File: config.mk
export PLATFORM = sky130hd
export DESIGN_NAME = decode_phase_scheduler
export DESIGN_NICKNAME = d
export VERILOG_FILES = /design/src/rtl/decode_phase_scheduler.sv
export SDC_FILE = /design/constraint.sdc
export NUM_CORES = 1
export LEC_CHECK = 0
export CORE_AREA = 2 2 73 47
export DETAILED_ROUTE_END_ITERATION = 10
export DIE_AREA = 0 0 75 49
export GPL_TIMING_DRIVEN = 0
export PLACE_DENSITY = 0.77
export SYNTH_ARGS = -nofsm -noshare
export SYNTH_HDL_FRONTEND = slang
export SYNTH_SLANG_ARGS = --single-unit
File: constraint.sdc
create_clock -name clk -period 2.7 [get_ports clk]
set_input_delay 0.81 -clock clk [delete_from_list [all_inputs] [get_ports clk]]
set_output_delay 0.81 -clock clk [all_outputs]
set_load 0.02 [all_outputs]
File: src/rtl/decode_phase_scheduler.sv
// Phase sequencer for one LDPC decoder column: alternates VNU/CNU sweeps with drain gaps,
// counts iterations and owns the intrinsic/decision ping-pong bank select.
module decode_phase_scheduler #(
    parameter int L          = 32,
    parameter int ADDR_WIDTH = 5,
    parameter int MAX_ITER   = 18,
    parameter int ITER_WIDTH = 5,
    parameter int VNU_DELAY  = 4,
    parameter int CNU_DELAY  = 7
) (
    input  logic                  clk,
    input  logic                  reset,
    input  logic                  enable,
    input  logic                  load_done,
    input  logic                  read_done,
    input  logic                  flush,
    output logic                  load_ready,
    output logic                  dec_valid,
    output logic                  rs,
    output logic                  vnu_en,
    output logic                  sweep_active,
    output logic [ADDR_WIDTH-1:0] sweep_addr,
    output logic                  ag_reset,
    output logic [ITER_WIDTH-1:0] iter_count,
    output logic                  busy,
    output logic                  frame_done,
    output logic                  load_overrun
);
    localparam int MAX_DELAY = (VNU_DELAY > CNU_DELAY) ? VNU_DELAY : CNU_DELAY;
    localparam int DW        = $clog2(MAX_DELAY + 1);
    localparam logic [ADDR_WIDTH-1:0] LAST_ADDR = ADDR_WIDTH'(L - 1);
    localparam logic [DW-1:0]         VNU_LAST  = DW'(VNU_DELAY - 1);
    localparam logic [DW-1:0]         CNU_LAST  = DW'(CNU_DELAY - 1);
    localparam logic [ITER_WIDTH-1:0] LAST_ITER = ITER_WIDTH'(MAX_ITER - 1);

    typedef enum logic [2:0] {
        S_WAIT, S_SWAP, S_VNU_SWEEP, S_VNU_DRAIN, S_CNU_SWEEP, S_CNU_DRAIN, S_DONE
    } state_t;

    state_t                state, next_state;
    logic [DW-1:0]         drain_cnt, nxt_drain;
    logic [ADDR_WIDTH-1:0] nxt_addr;
    logic [ITER_WIDTH-1:0] nxt_iter;
    logic                  pending, result_pending, flush_only;
    logic                  go_flush, swap_now, load_take, ag_reset_d, frame_done_d;

    // Handshake: load_done/read_done are single-cycle pulses, accepted in any cycle
    // (even while frozen); a load is taken only when load_ready is high or a SWAP
    // frees the bank in the same cycle, otherwise it is flagged as an overrun.
    assign load_ready = ~pending;

    always_comb begin
        next_state = state;
        go_flush   = 1'b0;
        if (enable) begin
            unique case (state)
                S_WAIT: begin
                    if (pending && !dec_valid) begin
                        next_state = S_SWAP;
                    end else if (flush && result_pending && !pending && !dec_valid) begin
                        next_state = S_SWAP;
                        go_flush   = 1'b1;
                    end
                end
                S_SWAP:      next_state = flush_only ? S_WAIT : S_VNU_SWEEP;
                S_VNU_SWEEP: if (sweep_addr == LAST_ADDR) next_state = S_VNU_DRAIN;
                S_VNU_DRAIN: if (drain_cnt == VNU_LAST) next_state = S_CNU_SWEEP;
                S_CNU_SWEEP: if (sweep_addr == LAST_ADDR) next_state = S_CNU_DRAIN;
                S_CNU_DRAIN: begin
                    if (drain_cnt == CNU_LAST)
                        next_state = (iter_count == LAST_ITER) ? S_DONE : S_VNU_SWEEP;
                end
                S_DONE:      next_state = S_WAIT;
                default:     next_state = S_WAIT;
            endcase
        end

        swap_now = (state == S_WAIT) && (next_state == S_SWAP);

        nxt_drain = drain_cnt;
        if (enable) begin
            if ((state == S_VNU_DRAIN || state == S_CNU_DRAIN) && next_state == state)
                nxt_drain = drain_cnt + DW'(1);
            else
                nxt_drain = '0;
        end

        // Address restarts at 0 on every sweep entry and otherwise holds through drains.
        nxt_addr = sweep_addr;
        if (enable && (next_state == S_VNU_SWEEP || next_state == S_CNU_SWEEP))
            nxt_addr = (next_state == state) ? sweep_addr + ADDR_WIDTH'(1) : '0;

        nxt_iter = iter_count;
        if (swap_now)
            nxt_iter = '0;
        else if (enable && state == S_CNU_DRAIN && next_state == S_VNU_SWEEP)
            nxt_iter = iter_count + ITER_WIDTH'(1);

        ag_reset_d   = enable && (swap_now
                       || (next_state == S_VNU_DRAIN && nxt_drain == VNU_LAST)
                       || (next_state == S_CNU_DRAIN && nxt_drain == CNU_LAST));
        frame_done_d = enable && (next_state == S_DONE);
        load_take    = load_done && (!pending || swap_now);
    end

    always_ff @(posedge clk or negedge reset) begin
        if (!reset) begin
            state          <= S_WAIT;
            drain_cnt      <= '0;
            sweep_addr     <= '0;
            iter_count     <= '0;
            vnu_en         <= 1'b1;
            sweep_active   <= 1'b0;
            busy           <= 1'b0;
            ag_reset       <= 1'b0;
            frame_done     <= 1'b0;
            rs             <= 1'b0;
            flush_only     <= 1'b0;
            pending        <= 1'b0;
            result_pending <= 1'b0;
            dec_valid      <= 1'b0;
            load_overrun   <= 1'b0;
        end else begin
            state        <= next_state;
            drain_cnt    <= nxt_drain;
            sweep_addr   <= nxt_addr;
            iter_count   <= nxt_iter;
            vnu_en       <= !(next_state == S_CNU_SWEEP || next_state == S_CNU_DRAIN);
            sweep_active <= (next_state == S_VNU_SWEEP) || (next_state == S_CNU_SWEEP);
            busy         <= (next_state != S_WAIT);
            ag_reset     <= ag_reset_d;
            frame_done   <= frame_done_d;
            if (swap_now) begin
                rs         <= ~rs;
                flush_only <= go_flush;
            end
            // Set wins over clear for both the load flag and the decision flag.
            if (load_take)     pending <= 1'b1;
            else if (swap_now) pending <= 1'b0;
            if (load_done && pending && !swap_now) load_overrun <= 1'b1;
            if (swap_now)          result_pending <= 1'b0;
            else if (frame_done_d) result_pending <= 1'b1;
            if (swap_now && result_pending) dec_valid <= 1'b1;
            else if (read_done)             dec_valid <= 1'b0;
        end
    end
endmodule

==> reports/metrics.yaml <==
run_status:
  status: "finished clean"
global_route:
  grt.total_usage_pct: 20.8
  grt_pass1_vias: 1259
  grt_max_degree: 28
  grt_pass1_wl_mm: 5.89
  grt_antenna_before_repair: 0
  gr-total-overflow: 0
timing:
  rsz0062_at_grt: "no"
  hold_ws_ns: 0.477
  hold_viol_final: 0
  finalSetupViolations: 0
  setup_tns_ns: 0
  max_freq_ghz: 0.388
  post-route-period-util_pct: 95.5
  layout_setup_ws_ns: 0.121
  finalCriticalPeriod_ns: 2.58
  clock_skew_ns: 0.00274
  slew_headroom_pct: 21.4
  slew_violations: 0
  worst_slew_pin_slew_ns: 1.18
cts:
  clk_pin_slew_ns: 0.10
  cts_buffer_depth: 2
  hold_buffers: 0
  cts_root_buffer: "clkbuf_8"
  cts.sink_count: 27
  cts_tree: "built"
  cts_buffers: 3
  clkLatencyLatePin_ns: 0.28
  htreeDepth: 1
setup_path:
  reg2reg_slack_ns: 0.15
  cp-end-kind: "flip-flop"
  cp.required_ns: 2.87
  worst-setup-path-type: "input port to flip-flop"
  crit_path_start: "flush"
  worstPathMaxFanout: 8
  cp.arrival_ns: 2.75
  r2r-end: "sweep_addr[2]$_DFFE_PN0P_"
  reg2regPathDepth: 10
  startpoint_type: "input port"
  reg2reg_from: "sweep_addr[0]$_DFFE_PN0P_"
synthesis:
  synth_edf_count: 0
  ys.warnings.count: 0
  syn_area_um2: 1510
  synth_seq_cells: 27
  yosysMostFrequentCell: "dfrtp_1"
  synth_fp_nets: 165
  postSynthAreaPerCell_um2: 9.96
  ys.flop_type: "dfrtp_1"
  synth_common_cells: "dfrtp_1 (26), nor2_1 (17), inv_1 (12), nand2_1 (12), ha_1 (7)"
  yosysUniqueCellTypes: 47
  synth_async_sr_flop_share_pct: 100
  synthTopCellsByArea: "dfrtp_1 (43%), ha_1 (5.8%), nor2_1 (4.2%)"
  yosysTopAreaCell: "dfrtp_1"
  synth_seq_area_share_pct: 44.7
  netlist_instances: 152
  synth_top_area_share_pct: 43.0
finish:
  stdcell_area_um2: 1880
  postLayoutCoreUtil_pct: 61.4
  fin_nets: 196
  diodes: 0
  drive_gt1_share_pct: 13.7
  syn_to_final_growth_pct: 24.1
floorplan:
  core_area_um2: 3060
  die_x_um: 75
  die_h_um: 49
  start_util_pct: 49.4
  ios: 25
  dieArea_um2: 3680
  rows: 16
routing:
  final_antenna_net_count: 0
  dr.pass1.iters: 4
  wirelength_mm: 3.39
  drc: 0
  vias: 1243
  avgRoutedWirePerCell_um: 15.0
  initialDrtViolationCount: 166
  vias_per_cell: 5.48
placed_design:
  pre_cts_ws_ns: -0.237
  place.detailed.hpwl_mm: 2.45
  place_congestion: 0.951
  placed_cell_area_um2: 1800
  portBuffers: 23
power_and_ir_drop:
  power_leakage_nw: 0.844
  power_density_nw_per_um2: 845
  vdd.ir_drop.worst_uv: 460
hold_path:
  min_to: "rs$_DFFE_PN0P_"
  min_path_cells: 1
  holdCritStartpoint: "rs$_DFFE_PN0P_"
  hp-class: "flip-flop to flip-flop"
run:
  cap_violations: 0
## worst max-delay path: stages
cell	delay, ns
clkdlybuf4s50_1	0.44
a21oi_2	0.20
nand2b_1	0.16
nand3_1	0.10
or4b_1	0.49
buf_2	0.18
a21o_1	0.16
a22o_1	0.21
## worst max-delay path by stage
stage / to / slack, ns / cells after the start
after CTS: sweep_addr[2]$_DFFE_PN0P_ / 0.06 / 8
after global placement: sweep_addr[3]$_DFFE_PN0P_ / -0.23 / 8
after floorplan: sweep_addr[2]$_DFFE_PN0P_ / 0.18 / 8
after detailed placement: sweep_addr[3]$_DFFE_PN0P_ / -0.24 / 8
final: sweep_addr[2]$_DFFE_PN0P_ / 0.12 / 8
after global routing: sweep_addr[3]$_DFFE_PN0P_ / 0.005 / 10
## cell usage in the layout, fill, tap and decap left out, types with 2 or more instances in the layout
| master | instances |
|---|---|
| dfrtp_1 | 26 |
| clkdlybuf4s50_1 | 23 |
| nor2_1 | 16 |
| inv_1 | 12 |
| nand2_1 | 12 |
| ha_1 | 7 |
| nand2b_1 | 5 |
| nand4_1 | 5 |
| xor2_1 | 5 |
| buf_4 | 4 |
| o21ai_0 | 4 |
| a21o_1 | 4 |
| nand3_1 | 3 |
| a22o_1 | 3 |
| and3_1 | 3 |
| clkbuf_8 | 3 |
| buf_6 | 2 |
| and2_1 | 2 |
| or2b_1 | 2 |
| buf_2 | 2 |
| a22oi_1 | 2 |
| a211o_1 | 2 |
| nor4_1 | 2 |
| a21oi_1 | 2 |
| o211ai_1 | 2 |
| nor3_1 | 2 |
| mux2_2 | 2 |
## where the power goes
group / switching, mW / leakage, nW / total, mW / internal [mW]
sequential: 0.0852 / 0.341 / 0.586 / 0.501
clock: 0.132 / 0.0261 / 0.241 / 0.108
combinational: 0.419 / 0.477 / 0.761 / 0.342
total: 0.637 / 0.844 / 1.59 / 0.951
## layer usage
layer  vias to the layer above  wire length (µm)  GRT usage, %
met5                         -                 0             0
met4                         0                55          4.17
met3                         8               230          5.37
met2                        50              1580          30.7
met1                       589              1530          30.9
li1                        596                 -             -
## state kept, by name (all words and copies together) (netlist names)
| signal | count |
|---|---|
| frame_done | 1 |
| pending | 1 |
| load_overrun | 1 |
| busy | 1 |
| vnu_en | 1 |
| iter_count | 5 |
| ag_reset | 1 |
| rs | 1 |
| sweep_active | 1 |
| dec_valid | 1 |
| result_pending | 1 |
| drain_cnt | 3 |
| state | 3 |
| sweep_addr | 5 |
| flush_only | 1 |
## logic make-up after synthesis
| logic type | Yosys count | synth area share [%] |
|---|---|---|
| XOR/XNOR | 5 | 2.89 |
| adder cells (fa/ha/maj) | 7 | 5.78 |
| AO/OA/AOI/OAI | 33 | 18.1 |
| AND/OR/NAND/NOR | 61 | 21.4 |
| buffers and inverters | 17 | 5.62 |
| multiplexers | 2 | 1.49 |
| flip-flops | 27 | 44.7 |
## stage by stage
stage / cells / total power, mW
2_1_floorplan: 152 / 1.08
3_3_place_gp: 220 / 1.29
3_5_place_dp: 220 / 1.31
4_1_cts: 224 / 1.57
5_1_grt: 227 / 1.71
6_report: 227 / 1.59
## timing repair
item | CTS | global route
endpoints found under the setup margin | 0 | 3
setup buffers | 0 | 3
gates resized for setup | 0 | 2
## final cells by class
cell class              count  area [µm²]
multi-input cells         108         758
fillers                   232        1180
inverters                  12        45.0
clock buffers               3        41.3
flip-flops and latches     27         677
clock inverters             1        8.76
plain buffers               5        40.0
well taps                  45        56.3
repair buffers             26         253
Note: power is estimated with default switching activity, not from simulation.
